**config.mk**
```make
export PLATFORM = sky130hd
export DESIGN_NAME = hack_led_io_flat
export DESIGN_NICKNAME = d
export VERILOG_FILES = /design/src/rtl/hack_led_io_pkg.sv /design/src/rtl/hack_led_io_if.sv /design/src/rtl/hack_led_io_led_pwm_channel.sv /design/src/rtl/hack_led_io.sv /design/src/flat_wrapper.sv
export SDC_FILE = /design/constraint.sdc
export NUM_CORES = 1
export LEC_CHECK = 0
export CAP_MARGIN = 40
export CELL_PAD_IN_SITES_DETAIL_PLACEMENT = 0
export CELL_PAD_IN_SITES_GLOBAL_PLACEMENT = 1
export CORE_MARGIN = 4
export CORE_UTILIZATION = 30
export DETAILED_ROUTE_END_ITERATION = 16
export MAX_ROUTING_LAYER = met4
export PLACE_DENSITY_LB_ADDON = 0.1
export SKIP_LAST_GASP = 1
export SYNTH_ARGS = -nofsm -noshare
export SYNTH_HDL_FRONTEND = slang
export SYNTH_HIERARCHICAL = 1
export SYNTH_SLANG_ARGS = --single-unit
```
**constraint.sdc**
```tcl
create_clock -name clk -period 4 [get_ports clk]
set_clock_uncertainty 0.2 [all_clocks]
set_input_delay 1 -clock clk [delete_from_list [all_inputs] [get_ports clk]]
set_output_delay 1 -clock clk [all_outputs]
set_load 0.02 [all_outputs]
```
**src/rtl/hack_led_io_pkg.sv**
```systemverilog
// Register map offsets, DUTY width and decode selector shared by the LED peripheral files.
package hack_io_pkg;

  localparam int unsigned OFF_ON   = 0;
  localparam int unsigned OFF_MODE = 1;
  localparam int unsigned OFF_BDIV = 2;
  localparam int unsigned OFF_DUTY = 3;
  localparam int unsigned DUTY_W   = 8;

  typedef enum logic [2:0] {
    SEL_NONE,
    SEL_ON,
    SEL_MODE,
    SEL_BDIV,
    SEL_DUTY
  } reg_sel_e;

endpackage

```
**src/rtl/hack_led_io_if.sv**
```systemverilog
// Hack CPU data-bus slice seen by the LED peripheral: address/data/strobe in, read-back out.
interface hack_led_io_if;
  logic [15:0] addressM;
  logic [15:0] outM;
  logic        writeM;
  logic [15:0] rd_data;
  logic        rd_hit;

  modport master (output addressM, outM, writeM, input rd_data, rd_hit);
  modport slave  (input addressM, outM, writeM, output rd_data, rd_hit);
endinterface

```
**src/rtl/hack_led_io_led_pwm_channel.sv**
```systemverilog
// One LED brightness channel: stores DUTY and compares it against the shared PWM counter.
module led_pwm_channel
  import hack_io_pkg::*;
(
  input  logic              clk,
  input  logic              reset,
  input  logic              we,
  input  logic [DUTY_W-1:0] wdata,
  input  logic [DUTY_W-1:0] pwm_cnt,
  output logic [DUTY_W-1:0] duty,
  output logic              gate
);

  logic [DUTY_W-1:0] duty_q, duty_d;

  always_comb begin
    duty_d = duty_q;
    if (we) duty_d = wdata;
  end

  always_ff @(posedge clk or posedge reset) begin
    if (reset) duty_q <= '1;
    else       duty_q <= duty_d;
  end

  // Full-scale duty must stay lit through pwm_cnt==255, which the compare alone misses.
  assign gate = (duty_q == '1) | (pwm_cnt < duty_q);
  assign duty = duty_q;

endmodule

```
**src/rtl/hack_led_io.sv**
```systemverilog
// Memory-mapped LED output peripheral for the Hack data bus (on/off, blink, optional PWM).
// Optional PWM brightness is built when HACK_LED_PWM_EN is defined.
module hack_led_io
  import hack_io_pkg::*;
#(
  parameter int unsigned N_LEDS        = 2,
  parameter logic [15:0] BASE_ADDR     = 16'h6001,
  parameter int unsigned PRESC_DIV     = 25000,
  parameter logic [15:0] BLINK_DIV_RST = 16'd499
) (
  input  logic              clk,
  input  logic              reset,
  hack_led_io_if.slave      bus,
  output logic [N_LEDS-1:0] leds
);

`ifdef HACK_LED_PWM_EN
  localparam int unsigned WIN = OFF_DUTY + N_LEDS;
`else
  localparam int unsigned WIN = OFF_DUTY;
`endif
  localparam int unsigned          PRESC_W    = (PRESC_DIV > 1) ? $clog2(PRESC_DIV) : 1;
  localparam logic [PRESC_W-1:0]   PRESC_LAST = PRESC_W'(PRESC_DIV - 1);

  logic [15:0]        offset;
  reg_sel_e           sel;
  logic [15:0]        rd;
  logic [N_LEDS-1:0]  gate;
  logic               tick;

  logic [N_LEDS-1:0]  on_q, on_d, mode_q, mode_d, leds_q, leds_d;
  logic [15:0]        bdiv_q, bdiv_d, bcnt_q, bcnt_d;
  logic [PRESC_W-1:0] presc_q, presc_d;
  logic               phase_q, phase_d;

  // Wrapping subtraction keeps addresses below BASE_ADDR far outside the window.
  assign offset = bus.addressM - BASE_ADDR;

  always_comb begin
    sel = SEL_NONE;
    if      (offset == 16'(OFF_ON))   sel = SEL_ON;
    else if (offset == 16'(OFF_MODE)) sel = SEL_MODE;
    else if (offset == 16'(OFF_BDIV)) sel = SEL_BDIV;
    else if (offset < 16'(WIN))       sel = SEL_DUTY;
  end

`ifdef HACK_LED_PWM_EN
  logic [DUTY_W-1:0] pwm_cnt_q, pwm_cnt_d;
  logic [DUTY_W-1:0] duty_rd [N_LEDS];

  always_comb pwm_cnt_d = pwm_cnt_q + 1'b1;

  always_ff @(posedge clk or posedge reset) begin
    if (reset) pwm_cnt_q <= '0;
    else       pwm_cnt_q <= pwm_cnt_d;
  end

  for (genvar g = 0; g < N_LEDS; g++) begin : g_ch
    led_pwm_channel u_ch (
      .clk     (clk),
      .reset   (reset),
      .we      (bus.writeM && (sel == SEL_DUTY) && (offset == 16'(OFF_DUTY + g))),
      .wdata   (bus.outM[DUTY_W-1:0]),
      .pwm_cnt (pwm_cnt_q),
      .duty    (duty_rd[g]),
      .gate    (gate[g])
    );
  end
`else
  assign gate = '1;
`endif

  always_comb begin
    rd = '0;
    case (sel)
      SEL_ON:   rd = 16'(on_q);
      SEL_MODE: rd = 16'(mode_q);
      SEL_BDIV: rd = bdiv_q;
`ifdef HACK_LED_PWM_EN
      SEL_DUTY: begin
        for (int unsigned i = 0; i < N_LEDS; i++)
          if (offset == 16'(OFF_DUTY + i)) rd = 16'(duty_rd[i]);
      end
`endif
      default:  rd = '0;
    endcase
  end

  assign bus.rd_data = rd;
  assign bus.rd_hit  = (sel != SEL_NONE);
  assign tick        = (presc_q == PRESC_LAST);

  always_comb begin
    on_d    = on_q;
    mode_d  = mode_q;
    bdiv_d  = bdiv_q;
    bcnt_d  = bcnt_q;
    phase_d = phase_q;
    presc_d = tick ? '0 : presc_q + 1'b1;

    if (bus.writeM && sel == SEL_ON)   on_d   = bus.outM[N_LEDS-1:0];
    if (bus.writeM && sel == SEL_MODE) mode_d = bus.outM[N_LEDS-1:0];

    if (tick) begin
      if (bcnt_q == bdiv_q) begin
        bcnt_d  = '0;
        phase_d = ~phase_q;
      end else begin
        bcnt_d  = bcnt_q + 1'b1;
      end
    end
    // A divider write restarts the blink sequence and wins over a coincident tick.
    if (bus.writeM && sel == SEL_BDIV) begin
      bdiv_d  = bus.outM;
      bcnt_d  = '0;
      phase_d = 1'b0;
    end

    leds_d = on_q & ((mode_q & {N_LEDS{phase_q}}) | ~mode_q) & gate;
  end

  always_ff @(posedge clk or posedge reset) begin
    if (reset) begin
      on_q    <= '0;
      mode_q  <= '0;
      bdiv_q  <= BLINK_DIV_RST;
      bcnt_q  <= '0;
      phase_q <= 1'b0;
      presc_q <= '0;
      leds_q  <= '0;
    end else begin
      on_q    <= on_d;
      mode_q  <= mode_d;
      bdiv_q  <= bdiv_d;
      bcnt_q  <= bcnt_d;
      phase_q <= phase_d;
      presc_q <= presc_d;
      leds_q  <= leds_d;
    end
  end

  assign leds = leds_q;

endmodule
```
**src/flat_wrapper.sv**
```systemverilog
// flat-port wrapper written by rule: the top's interface ports become plain ports
module hack_led_io_flat import hack_io_pkg::*;
#(
  parameter int unsigned N_LEDS        = 2,
  parameter logic [15:0] BASE_ADDR     = 16'h6001,
  parameter int unsigned PRESC_DIV     = 25000,
  parameter logic [15:0] BLINK_DIV_RST = 16'd499
)
  (clk, reset, leds, bus_addressM, bus_outM, bus_writeM, bus_rd_data, bus_rd_hit);
  hack_led_io_if bus_i ();
  input  logic clk;
  input  logic reset;
  output logic [N_LEDS-1:0] leds;
  input wire logic [$bits(bus_i.addressM)-1:0] bus_addressM;
  input wire logic [$bits(bus_i.outM)-1:0] bus_outM;
  input wire logic [$bits(bus_i.writeM)-1:0] bus_writeM;
  output wire logic [$bits(bus_i.rd_data)-1:0] bus_rd_data;
  output wire logic [$bits(bus_i.rd_hit)-1:0] bus_rd_hit;
  assign bus_i.addressM = bus_addressM;
  assign bus_i.outM = bus_outM;
  assign bus_i.writeM = bus_writeM;
  assign bus_rd_data = bus_i.rd_data;
  assign bus_rd_hit = bus_i.rd_hit;
  hack_led_io #(.N_LEDS(N_LEDS), .BASE_ADDR(BASE_ADDR), .PRESC_DIV(PRESC_DIV), .BLINK_DIV_RST(BLINK_DIV_RST)) u_core (.clk(clk), .reset(reset), .bus(bus_i), .leds(leds));
endmodule
```
==> results.cfg <==
[hold_path]
min_to = u_core/presc_q[0]$_DFF_PP0_
hold_path_depth = 1
hp-class = register to register
hold_path.startpoint = u_core/presc_q[0]$_DFF_PP0_

[floorplan]
dieArea_um2 = 11530
rows = 36
start_util_pct = 30.61
io_pins = 54
die_w_um = 107.4
core_area_um2 = 9684
die_y_um = 107.4

[sta]
worst_pin_slew_ns = 0.6675
finalCriticalPeriod_ns = 3.939
fmax_mhz = 253.9
rsz0062_at_grt = yes
post-route-period-util_pct = 98.48
tns_ns = 0
finalHoldViolCount = 0
slew_viol_final = 0
finalSetupViolCount = 0
layout_setup_ws_ns = 0.06082
slew_headroom_pct = 54.87

[pwr]
power_switching_w = 0.0002067
ir_drop_v = 0.0001120
p_sw_share_pct = 22.21
pwr-share-clk_pct = 34.4
finalPower_w = 0.0009304
p_seq_share_pct = 58.7
p_comb_share_pct = 6.9
p_leak_nw = 1.773
internal-power_w = 0.0007237
powerDensity_nw_per_um2 = 246.6

[global_routing]
busiest_layer = met2
grt.overflow.total = 0
grt_use_met3_pct = 2.759
gr-usage-met1_pct = 17.68
grt_max_degree = 30
grt_use_total_pct = 13.14
antenna_found_initial = 0
grt_pass1_wl_um = 11550
grt_pass1_vias = 2222
use_met2_pct = 19.97

[run_status]
status = finished clean

[routing]
vias = 2169
post_drt_via_cell_ratio = 4.625
wl_um = 6861
drt.antenna.violating_nets = 0
drc = 0
drtPass1Iterations = 6
drtIter0Drc = 72
routedWlPerCell_um = 14.63

[worst_setup_path]
cp.arrival_ns = 2.74
end_kind = output pin
r2r_setup_slack_ns = 1.70
r2r_start = u_core/presc_q[9]$_DFF_PP0_
r2r_cells = 6
critical_path_class = input pin to output pin
rr_endpoint = u_core/bcnt_q[13]$_DFFE_PP0P_
cp_data_required_time_ns = 2.80
cp-start-kind = input pin
crit_fanout = 15

[cts]
htreeDepth = 2
tritoncts = yes
cts_sinks = 54
post_cts_buffers = 0
path_clk_slew_ns = 0.10
clockBufferDepth = 2
clk_latency_ns = 0.31
cts_made_buffers = 5
cts_root_buf = clkbuf_8

[placement]
dp.cells = 461
place_area_um2 = 3664
port_buffers = 53
place_congestion = 0.7692
dpl_worst_slack_ns = -0.3275
dp_hpwl_um = 5144

[synth]
ys_dominant_reg_cell = dfrtp_1
syn_area_um2 = 2964
synth_edf_count = 0
synth.net_count = 313
synth_warnings = 6
synthArstFlopShare_pct = 100.0
synth-seq-cells = 54
yosysUniqueCellTypes = 45
synth.avg_cell_area_um2 = 10.74
synth_cells = 276
yosysSeqAreaShare_pct = 45.88

[cells_and_area]
final_cell_mix = 47 x dfrtp_1, 36 x clkdlybuf4s50_1, 34 x xor2_1, 32 x nor2_1, 18 x and3_1
fin_area_um2 = 3772
layout.cells.non_filler = 469
area_growth_pct = 27.27
nets = 372
drive_above_1_share_pct = 21.13
diodes = 0
final_common_cell = dfrtp_1

[flow_run]
maxCapViolCount = 0
critical path: stages:
cell             delay, ns
clkdlybuf4s50_1       0.47
nor4bb_2              0.30
nand4_1               0.16
nor3b_2               0.21
buf_6                 0.17
and3_1                0.16
clkdlybuf4s15_2       0.25
through the flow:
stage               utilization (%)  hold WS, ns
finish                        38.95       0.2645
global placement              37.75       0.2495
global route                  38.95       0.3202
floorplan                         -       0.2312
CTS                           38.89       0.2632
detailed placement            37.83       0.2491
metal layers:
layer	part of all wire (%)	wire, µm
met5	0	0
met3	3.0	204
met2	46	3182
met1	49	3386
met4	1.3	87
state kept, by name (all words and copies together) (netlist names):
name / flops
u_core/mode_q: 2
u_core/bdiv_q: 16
u_core/bcnt_q: 16
u_core/presc_q: 15
u_core/on_q: 2
u_core/phase_q: 1
u_core/leds: 2
cells by family after synthesis:
group	Yosys count	synth area share (%)
xor gates and xnor gates	40	11.82
DFF	54	45.88
and+or+nand+nor	124	24.82
buffers and inverters	18	3.335
muxes	23	9.878
adders and majority gates	2	0.8441
AOI/OAI and AO/OA	15	3.419
worst max path at each step:
stage                                 from               to  slack (ns)
after floorplan            bus_addressM[8]  bus_rd_data[10]        0.49
after global placement    bus_addressM[13]   bus_rd_data[8]       -0.33
after detailed placement  bus_addressM[13]  bus_rd_data[10]       -0.33
after CTS                 bus_addressM[13]  bus_rd_data[10]       -0.05
after global routing      bus_addressM[13]   bus_rd_data[6]       -0.06
final                     bus_addressM[13]  bus_rd_data[14]        0.06
area by class of cell:
type | count | area, µm²
clock buffer | 7 | 86.33
clock inverter | 1 | 5.005
fill | 979 | 5912
inverter | 7 | 26.28
multi-input combinational | 204 | 1511
sequential | 54 | 1360
tap | 133 | 166.4
timing repair buffer | 63 | 616.8
Yosys cell counts (3+ instances only):
cell type | number | area, µm²
and3_1 | 18 | 112.6
nor2_1 | 32 | 120.1
xor2_1 | 34 | 297.8
nor2b_1 | 7 | 43.79
nor4_1 | 5 | 31.28
mux2_2 | 14 | 157.7
nor3_1 | 5 | 25.02
dfrtp_1 | 47 | 1176
buf_6 | 3 | 33.78
nand4_1 | 12 | 75.07
mux2_4 | 9 | 135.1
dfstp_2 | 7 | 183.9
nand2_1 | 14 | 52.55
inv_1 | 7 | 26.28
nand3_1 | 12 | 60.06
xnor2_1 | 6 | 52.55
clkbuf_1 | 5 | 18.77
what timing repair did:
action | in CTS | in global routing
endpoints found under the setup margin | 17 | 14
hold buffers | 0 | 0
pin swaps | 0 | 2
gates resized for setup | 43 | 4
power by group through the flow:
| stage | logic [W] | clock network [W] | registers (W) |
|---|---|---|---|
| after floorplan | 0.0000176 | 0 | 0.000557 |
| after global placement | 0.0000651 | 0 | 0.000557 |
| after detailed placement | 0.0000657 | 0 | 0.000557 |
| after CTS | 0.0000658 | 0.000338 | 0.000546 |
| after global routing | 0.0000712 | 0.000366 | 0.000546 |
| final | 0.0000644 | 0.000320 | 0.000546 |
Note: power is estimated with default switching activity, not from simulation.
